[src/rtl/scan_disp_ctrl.sv]
// scan_disp_ctrl
//   Captures an 8-bit binary value, converts it to BCD with a
//   bit-serial double-dabble (8 cycles), commits the digits and
//   drives a multiplexed 3-digit common-anode 7-segment display.
//   Leading zeros on hundreds/tens are blanked.
//
// Ports
//   clk    : clock, rising edge
//   rst_n  : synchronous active-low reset
//   in     : 8-bit value to display
//   load   : capture request (ignored while busy)
//   busy   : conversion/commit in progress (registered)
//   done   : one-cycle pulse during the commit cycle
//   seg    : segments, active-low, seg[0]=a .. seg[6]=g
//   sel    : digit select, active-low one-cold (0=ones,1=tens,2=hundreds)
module scan_disp_ctrl #(
    parameter int unsigned SCAN_DIV = 50000
) (
    input  logic       clk,
    input  logic       rst_n,
    input  logic [7:0] in,
    input  logic       load,
    output logic       busy,
    output logic       done,
    output logic [6:0] seg,
    output logic [2:0] sel
);

    localparam int unsigned CW = (SCAN_DIV > 1) ? $clog2(SCAN_DIV) : 1;
    localparam logic [CW-1:0] SCAN_MAX = CW'(SCAN_DIV - 1);

    typedef enum logic [1:0] {IDLE, CONV, COMMIT} state_t;
    typedef enum logic [1:0] {DIG_ONES, DIG_TENS, DIG_HUNS} dig_t;

    state_t state, nxt;

    logic [7:0] sh;
    logic [9:0] bcd;
    logic [9:0] bcd_step;
    logic [3:0] adj_ones, adj_tens;
    logic [2:0] bitcnt;

    logic [1:0] d_huns;
    logic [3:0] d_tens, d_ones;

    logic [CW-1:0] scan_cnt;
    dig_t          idx;

    logic [3:0] val;
    logic       blank;
    logic [6:0] seg_nx;
    logic [2:0] sel_nx;

    // ---------------- FSM ----------------
    always_comb begin
        nxt = state;
        case (state)
            IDLE:    if (load) nxt = CONV;
            CONV:    if (bitcnt == 3'd7) nxt = COMMIT;
            COMMIT:  nxt = IDLE;
            default: nxt = IDLE;
        endcase
    end

    // One double-dabble step: adjust ones/tens nibbles, then shift in the
    // next input bit. Hundreds is at most 1 before the last shift, so it
    // never needs an adjust.
    always_comb begin
        adj_ones = bcd[3:0];
        adj_tens = bcd[7:4];
        if (bcd[3:0] >= 4'd5) adj_ones = bcd[3:0] + 4'd3;
        if (bcd[7:4] >= 4'd5) adj_tens = bcd[7:4] + 4'd3;
        bcd_step = {bcd[8], adj_tens, adj_ones, sh[7]};
    end

    always_ff @(posedge clk) begin
        if (!rst_n) begin
            state  <= IDLE;
            busy   <= 1'b0;
            done   <= 1'b0;
            sh     <= '0;
            bcd    <= '0;
            bitcnt <= '0;
            d_huns <= '0;
            d_tens <= '0;
            d_ones <= '0;
        end else begin
            state <= nxt;
            busy  <= (nxt != IDLE);
            done  <= (nxt == COMMIT);
            case (state)
                IDLE: begin
                    if (load) begin
                        sh     <= in;
                        bcd    <= '0;
                        bitcnt <= '0;
                    end
                end
                CONV: begin
                    sh     <= {sh[6:0], 1'b0};
                    bcd    <= bcd_step;
                    bitcnt <= bitcnt + 3'd1;
                end
                COMMIT: begin
                    d_huns <= bcd[9:8];
                    d_tens <= bcd[7:4];
                    d_ones <= bcd[3:0];
                end
                default: ;
            endcase
        end
    end

    // ---------------- Scan ----------------
    always_ff @(posedge clk) begin
        if (!rst_n) begin
            scan_cnt <= '0;
            idx      <= DIG_ONES;
        end else if (scan_cnt == SCAN_MAX) begin
            scan_cnt <= '0;
            case (idx)
                DIG_ONES: idx <= DIG_TENS;
                DIG_TENS: idx <= DIG_HUNS;
                default:  idx <= DIG_ONES;
            endcase
        end else begin
            scan_cnt <= scan_cnt + CW'(1);
        end
    end

    always_comb begin
        val    = d_ones;
        blank  = 1'b0;
        sel_nx = 3'b110;
        case (idx)
            DIG_TENS: begin
                val    = d_tens;
                blank  = (d_huns == 2'd0) && (d_tens == 4'd0);
                sel_nx = 3'b101;
            end
            DIG_HUNS: begin
                val    = {2'b00, d_huns};
                blank  = (d_huns == 2'd0);
                sel_nx = 3'b011;
            end
            default: ;
        endcase

        case (val)
            4'd0:    seg_nx = 7'b1000000;
            4'd1:    seg_nx = 7'b1111001;
            4'd2:    seg_nx = 7'b0100100;
            4'd3:    seg_nx = 7'b0110000;
            4'd4:    seg_nx = 7'b0011001;
            4'd5:    seg_nx = 7'b0010010;
            4'd6:    seg_nx = 7'b0000010;
            4'd7:    seg_nx = 7'b1111000;
            4'd8:    seg_nx = 7'b0000000;
            4'd9:    seg_nx = 7'b0011000;
            default: seg_nx = 7'b1111111;
        endcase
        if (blank) seg_nx = '1;
    end

    always_ff @(posedge clk) begin
        if (!rst_n) begin
            seg <= '1;
            sel <= '1;
        end else begin
            seg <= seg_nx;
            sel <= sel_nx;
        end
    end

endmodule
[config.mk]
export PLATFORM = sky130hd
export DESIGN_NAME = scan_disp_ctrl
export DESIGN_NICKNAME = d
export VERILOG_FILES = /design/src/rtl/scan_disp_ctrl.sv
export SDC_FILE = /design/constraint.sdc
export NUM_CORES = 1
export LEC_CHECK = 0
export ABC_AREA = 1
export BUFFER_PORTS_ARGS = -buffer_cell sky130_fd_sc_hd__clkbuf_2
export CORE_MARGIN = 3
export CORE_UTILIZATION = 59
export DETAILED_ROUTE_END_ITERATION = 12
export GPL_TIMING_DRIVEN = 0
export MAX_ROUTING_LAYER = met4
export PLACE_DENSITY = 0.78
export SYNTH_ARGS = -nofsm -noshare
export SYNTH_HDL_FRONTEND = slang
export SYNTH_SLANG_ARGS = --single-unit
export TNS_END_PERCENT = 5
[constraint.sdc]
create_clock -name clk -period 2 [get_ports clk]
set_input_delay 0.4 -clock clk [delete_from_list [all_inputs] [get_ports clk]]
set_output_delay 0.4 -clock clk [all_outputs]
set_load 0.02 [all_outputs]
* After elaboration in Yosys (flattened, before gate mapping)
Memories as Yosys holds them, arrays and structs flattened. A register that Yosys moved wholly into a read port is not among the register bits.
Index checks and enable logic that the tools add are counted.
** Storage, ports and cells
- Output and inout port bits :: 12
- Bits in writable memories :: 0
- Memory bits (read-only) :: 112
- Input bits :: 11
- Bits in latches :: 0
- Memories :: 1
- Register bits after elaboration :: 56
- Logic and storage cells :: 53
** Cells by class
- Multipliers :: 0
- Bitwise logic cells :: 1
- Shift-type cells :: 0
- Reduce and logical (&&, ||, !) cells :: 10
- Divide/modulo/power cells :: 0
- Equal/unequal tests :: 8
- Add/sub/neg operators :: 4
- $lt $le $gt $ge :: 2
- Muxes and demuxes :: 15
** Memories
- (no name shown) :: words 16, bits a word 7, read ports 1, clocked after Yosys merged registers in 1, write ports 0, line 149 : case (val)
** Operator list (number)
- $pmux 10 s2 :: 1
- $add 16x1->16 const B :: 1
- $eq 16x16->1 const B :: 1
- $pmux 8 s2 :: 1
- $pmux 3 s2 :: 2
- $mux 10 :: 1
- $add 4x2->4 const B :: 2
- $ge 4x3->1 const B :: 2
- $mux 4 :: 2
- $mux 8 :: 1
- $pmux 2 s2 :: 2
- $pmux 4 s2 :: 1
- $eq 2x2->1 const B :: 3
- $logic_not 2->1 :: 3
- $eq 2x1->1 const B :: 2
- $logic_not 4->1 :: 1
- $mux 2 :: 2
- $reduce_bool 2->1 :: 2
- $reduce_or 2->1 :: 2
- $add 3x1->3 const B :: 1
- $eq 3x3->1 const B :: 1
- $mux 3 :: 1
- $ne 2x2->1 const B :: 1
- $pmux 1 s2 :: 1
- 3 further kinds :: 3

* Depth between registers and ports, before layout
Gate-level depths: netlist (run 1).
- Word-level depth :: 4
- Mapped depth :: 12
- Gate-level depth less buffers :: 11

* Least setup slack after synthesis (run 1)
Ideal clock, no wire load.
- Kind :: register to register
- Start point :: reg idx[0]
- End point :: reg seg[1]
- Library setup time :: 58 ps
- Path buffers :: 1
- Cell stages (with the launch flop) :: 11
- Data arrival time :: 1688 ps
- Clock period less this slack :: 1747 ps
- Required time :: 1942 ps
- Setup slack :: 253 ps
- Cells stage by stage :: dfxtp_1 -> inv_1 -> ha_1 -> buf_6 -> inv_2 -> nand2_1 -> nand3_1 -> inv_1 -> ha_1 -> or2_0 -> nand2_1
** On the way
- Longest elaborated chain between the ends :: 3
- Elaborated cells between the ends (all ways) :: 5
- Those cells by class :: eq/ne: 2; mux: 2; reduce/logical: 1
** RTL lines
- start: declaration :: line 47 : dig_t idx;
- start signal: assignment :: line 118 : idx <= DIG_ONES;
- start signal: assignment :: line 122 : DIG_ONES: idx <= DIG_TENS;
- start signal: assignment :: line 123 : DIG_TENS: idx <= DIG_HUNS;
- $eq 2x2->1 / $eq 2x1->1 (equally long branches) :: line 135 : case (idx)
- $pmux 1 s2 :: line 135
- $reduce_or 2->1 (no source line)
- end: declaration :: line 25 : output logic [6:0] seg,
Parallel ways exist; a longest one is shown, timed or not.
A chain may end at the register's enable or synchronous reset.

* Final worst setup path (run 1)
- Start point :: reg idx[0]
- End point :: reg seg[3]
Same word-level chain as after synthesis.

==> run metrics, run 1 <==
Synth Register Bits=63; synthesized area per cell=7.59 sq um; Max VDD drop=0.878 mV; Fin Hold WS=0.293 ns; post-route setup slack=around 0.18 ns; CP endpoint kind=register; ys flop type=dfxtp_1; Tmin final=1.82 ns; I/O pin cnt=23; share of cells above drive strength 1=19.5%; Final Instance Count excl. Fillers=between 500 and 600; Worst Max-Slew Pin Slew=between 0.4 and 0.5 ns; multi-input combinational cell area=between 1500 and 2000 sq um; total length of routed wires=between 5 and 6 mm; DRC violations left=0; largest net degree at the start of global routing=11; # diodes=0; worst skew pair latency=0.35 ns; Pwr per Cell Area=804 nW/um^2; CTS tree=yes; top-area cell type share of the netlist area=between 40% and 50%; Initial DRC Count=120; crit-path max FO=9; fmax=548 MHz; hpwl dp=4.30 mm; fill count=406; most used cell, CP=nand2_1; largest area contributor in the netlist=dfxtp_1; routed vias=2608; Max Cap Viol=0; Post-synth EDFFs=0; top cells by area, synth=dfxtp_1, nand2_1, ha_1, o21ai_0, a21oi_1; worst min path class=in2reg; status=finished, final reports clean; Die Area=6030 sq um; final setup vio count=0; Setup CP Type=reg2reg; grt ovf=0; Post-DRT Antenna Nets=0; RSZ-0062 raised after global routing=no; Vias/cell=5.18; Yosys warnings=0; leak pwr=1.42 nW; CP required=2.23 ns; hold buffers post-CTS=0; first-pass GRT wire length=10.8 mm; Pwr Total=2.79 mW; Cell Area, Placed=roughly 3200 sq um; Initial Util=62.5%; crit path DAT=2.06 ns; fin nets=approximately 460; placed cells=487; clock sinks=63; Slew HR=a little under three quarters; post-synthesis async set-or-reset flop share=0%; Bufs on Longest Clock Path=2; Core Util, Final=71.5%; Post-Layout Inst Area=3470 sq um; initial antenna violation count=0; drt first pass iters=4; GPL Wtd Cong=0.947; Post-CTS Repair Setup Buffers=0; Slew Limit Fails=0; Die X=77.7 um; cells along the critical path=inv_1 > ha_1 > buf_6 > inv_2 > nand2_1 > nand3_2 > inv_2 > ha_1 > nand2_1 > nand2_1 > nand2_1 > nand3_1; H-tree depth=3; Clock transition at path regs=0.08 ns; sequential share of the synthesized area=41.6%; final period utilization=91.2%; clk_skew=between 0.015 and 0.02 ns; row count=25; DP Worst Slack=0.0951 ns; Root Buffer=clkbuf_8; Routed wire per std cell=between 10 and 15 um; type of origin of the critical path=register; Total GRT Usage=between 20% and 30%; synthesized cell area=3030 sq um; Area Overhead vs Synth=14.5%; Syn Nets=424; Worst path slowest cell=dfxtp_2; Mapped Cells=roughly 400; Port Buf Inserts=21; setup TNS=0 ns; die height=slightly below 80 um; vias in the first global route=approximately 2500; TritonCTS Buffers=9; FF+latch area=between 1000 and 1500 sq um; slowest stage delay, CP=0.35 ns; Core ar.=4850 sq um; Synth cell types=35; final hold vios=0
layout by cell type (no fill, tap or decap), types with 5 or more instances in the layout:
cell type,count
nand4_1,10
nand2_1,102
nand3_1,22
a21oi_1,26
nor2_2,12
clkbuf_2,21
o21ai_0,27
nor2_1,29
ha_1,14
a31oi_1,7
inv_2,5
nand3_2,5
inv_1,33
clkbuf_8,13
dfxtp_1,62
state kept, by name (all words and copies together) (netlist names):
register and flops:
scan_cnt 16, bcd 10, sh 8, seg 7, d_ones 4, d_tens 4
bitcnt 3, sel 3, d_huns 2, idx 2, state 2, busy 1
done 1
final timing paths:
check	startpoint	to	slack, ns	depth (start not counted)
min	in[2]	sh[2]	0.29	3
max	idx[0]	seg[3]	0.18	12
min reg2reg	sh[0]	sh[0]	0.46	2
max reg2reg	idx[0]	seg[3]	0.18	12
routing by layer:
layer / routed length (um) / vias to the layer above / GRT usage (%)
li1: - / 1369 / -
met1: 2760 / 1155 / 27.7
met2: 2660 / 69 / 34.5
met3: 317 / 15 / 6.38
met4: 127 / 0 / 10.7
met5: 0 / - / -
Yosys cell counts (all sizes together) (2+ instances only):
cell type / n
o211ai: 4
nor3: 4
clkinv: 2
dfxtp: 63
a31oi: 7
nor2: 44
o21ai: 27
nand3: 28
or2: 2
inv: 38
nand4: 10
a21oi: 29
nand2: 108
ha: 14
xor2: 2
buf: 9
clkbuf: 3
nand3b: 2
repair_timing:
item	CTS	global route
endpoints found under the hold margin	0	0
setup endpoints to repair	0	4
gates resized for setup	0	3
worst max-delay path, delay by kind of cell (launching register included):
family / cells / cell delay (ns)
flops: 1 / 0.35
fa+ha+maj: 2 / 0.61
buf+inv: 4 / 0.35
simple gates: 6 / 0.41
logic make-up after synthesis:
kind of cell / count (synthesis) / share of synthesized area (%)
AO/OA/AOI/OAI: 69 / 12.7
AND/OR/NAND/NOR: 198 / 31.3
flip-flops: 63 / 41.6
XOR/XNOR: 3 / 0.868
buffers and inverters: 52 / 7.77
adder cells (fa/ha/maj): 14 / 5.78
cell type report:
cell class | count | share of cell area [%]
sequential | 63 | 36.4
buffer | 12 | 2.45
tap | 67 | 2.42
inverter | 40 | 4.33
multi-input combinational | 284 | 44.4
clock inverter | 2 | 1.73
clock buffer | 14 | 5.27
timing repair buffer | 21 | 3.03
power breakdown:
group | internal (mW) | total, mW | switching [mW] | leakage, nW
Combinational | 0.0598 | 0.166 | 0.107 | 0.779
Sequential | 1.29 | 1.31 | 0.0182 | 0.514
Clock | 0.839 | 1.31 | 0.473 | 0.123
Power figures use the tool's default switching activity.
==> run 2: changes to the inputs <==
Settings changed: SETUP_SLACK_MARGIN set to 0.4.
==> run 2 against run 1 <==
First-iteration DRC count is 6.7% lower. Maximum frequency is 12% higher. Critical path depth is 1 lower. Clock power is 18% lower. Design area is 2.5% higher. Cell count is 0.80% higher. Global-route usage is 0.16 points higher. Via count is 3.1% higher. Sequential share of layout area is 0.84 points lower. Critical path type unchanged. Largest cell class unchanged.
==> run metrics, run 2 (same netlist as run 1, synthesis figures left out) <==
Clk pwr share=between 40% and 50%; CTS tree=yes; final period utilization=between 80% and 90%; drt first pass iters=4; RSZ-0062 raised after global routing=yes; CP required=2.21 ns; Slew Limit Fails=0; Max VDD drop=0.604 mV; most frequent cells in the layout=nand2_1, dfxtp_1, inv_1; Pwr per Cell Area=720 nW/um^2; vias in the first global route=about 2500; register share of total power=51.3%; Worst path slowest cell=dfxtp_2; final hold vios=0; # diodes=0; Reg2Reg Depth=11; switching share of power=22.5%; crit-path max FO=8; Tmin final=1.62 ns; Root Buffer=clkbuf_8; GPL Wtd Cong=0.903; hold buffers post-CTS=0; initial antenna violation count=0; total length of routed wires=around 6.3 mm; CP endpoint kind=register; clk_skew=0.00758 ns; slowest stage delay, CP=0.35 ns; Hold Crit Start=in[1]; Worst Max-Slew Pin Slew=0.468 ns; cells along the critical path=inv_4 > ha_4 > buf_8 > nand3_2 > nand3_4 > inv_4 > ha_4 > nand2_2 > nand2_1 > nand2_1 > nand3_1; setup TNS=0 ns; hpwl dp=approximately 4.5 mm; largest net degree at the start of global routing=11; largest registers=scan_cnt (16), bcd (10), sh (8); Initial DRC Count=112; row count=25; worst min path class=in2reg; crit path DAT=1.83 ns; Internal Power=1.98 mW; DRC violations left=0; Critical R2R Launch=idx[1]; status=finished, final reports clean; leak pwr=1.44 nW; routed vias=2689; TritonCTS Buffers=9; Area Overhead vs Synth=17.3%; fin nets=461; Setup CP Type=reg2reg; Min-Delay Path Depth=3; Post-DRT Antenna Nets=0; Initial Util=between 60% and 70%; grt ovf=0; largest reg by FF count=scan_cnt; Net Switching=between 500 and 600 uW; Max Cap Viol=0; Die X=77.7 um; first-pass GRT wire length=10.9 mm; final setup vio count=0; Total GRT Usage=22.8%; hold worst-path end=sh[1]; Die Area=6030 sq um; clock sinks=63; Routed wire per std cell=12.3 um; H-tree depth=3; reg2reg end=seg[3]; R2R setup slack=0.38 ns; share of cells above drive strength 1=23.9%; most common cell after layout, fill and taps aside=nand2_1; fmax=616 MHz; worst skew pair latency=0.33 ns; Vias/cell=5.30; type of origin of the critical path=register; placed cells=around 490; Final Instance Count excl. Fillers=507; I/O pin cnt=23; Core ar.=4850 sq um; Port Buf Inserts=21; Bufs on Longest Clock Path=2; Clock transition at path regs=about 0.070 ns; Largest register FFs=16; Slew HR=68.8%; die height=77.7 um; Logic pwr share=between 6 and 7%
## run 2: worst max-delay path by stage
stage / from / to / depth (start not counted)
floorplan: idx[1] / seg[1] / 9
global placement: idx[1] / seg[3] / 11
detailed placement: idx[1] / seg[3] / 11
CTS: idx[1] / seg[3] / 12
global route: idx[1] / seg[6] / 11
finish: idx[1] / seg[3] / 11
## run 2: repair_timing
action | 4_1_cts | 5_1_grt
endpoints found under the setup margin | 4 | 7
gates cloned | 0 | 0
pin swaps | 2 | 5
resized for setup | 5 | 14
setup buffers | 4 | 1
## run 2: cell type report
type                    instances  area [sq um]
multi-input cells             284          1620
clock buffers                  11           151
repair buffers                 26           143
plain buffers                  12          88.8
fillers                       387          1300
clock inverters                 4          45.0
well taps                      67          83.8
inverters                      40           160
flip-flops and latches         63          1260
## run 2: stage by stage
| stage | power [mW] | setup slack, ns | area [sq um] | hold slack [ns] | utilization, % |
|---|---|---|---|---|---|
| 6_report | 2.56 | 0.378 | 3550 | 0.310 | 73.3 |
| 5_1_grt | 2.67 | 0.257 | 3550 | 0.308 | 73.3 |
| 4_1_cts | 2.58 | 0.383 | 3490 | 0.295 | 72.0 |
| 3_5_place_dp | 1.50 | 0.297 | 3240 | 0.449 | 66.8 |
| 3_3_place_gp | 1.50 | 0.306 | 3240 | 0.441 | 66.8 |
| 2_1_floorplan | 1.45 | 0.401 | 3050 | 0.427 | - |
## run 2: power groups by stage
stage	clock [mW]	sequential, mW	combinational [mW]
after global placement	0	1.34	0.164
final	1.08	1.31	0.166
after global routing	1.16	1.31	0.187
after detailed placement	0	1.34	0.167
after CTS	1.11	1.31	0.167
after floorplan	0	1.35	0.109
## run 2: critical path, delay by kind of cell (launching register included)
family | cells | cell delay, ns
simple gates | 6 | 0.45
flops | 1 | 0.35
buf+inv | 3 | 0.22
fa+ha+maj | 2 | 0.47
## run 2: routing by layer
layer / vias to the layer above / track usage, % / share of wire (%)
met1: 1216 / 27.6 / 44
met3: 12 / 5.10 / 5.4
met4: 0 / 9.07 / 1.9
li1: 1383 / - / -
met2: 78 / 37.0 / 48
met5: - / - / 0
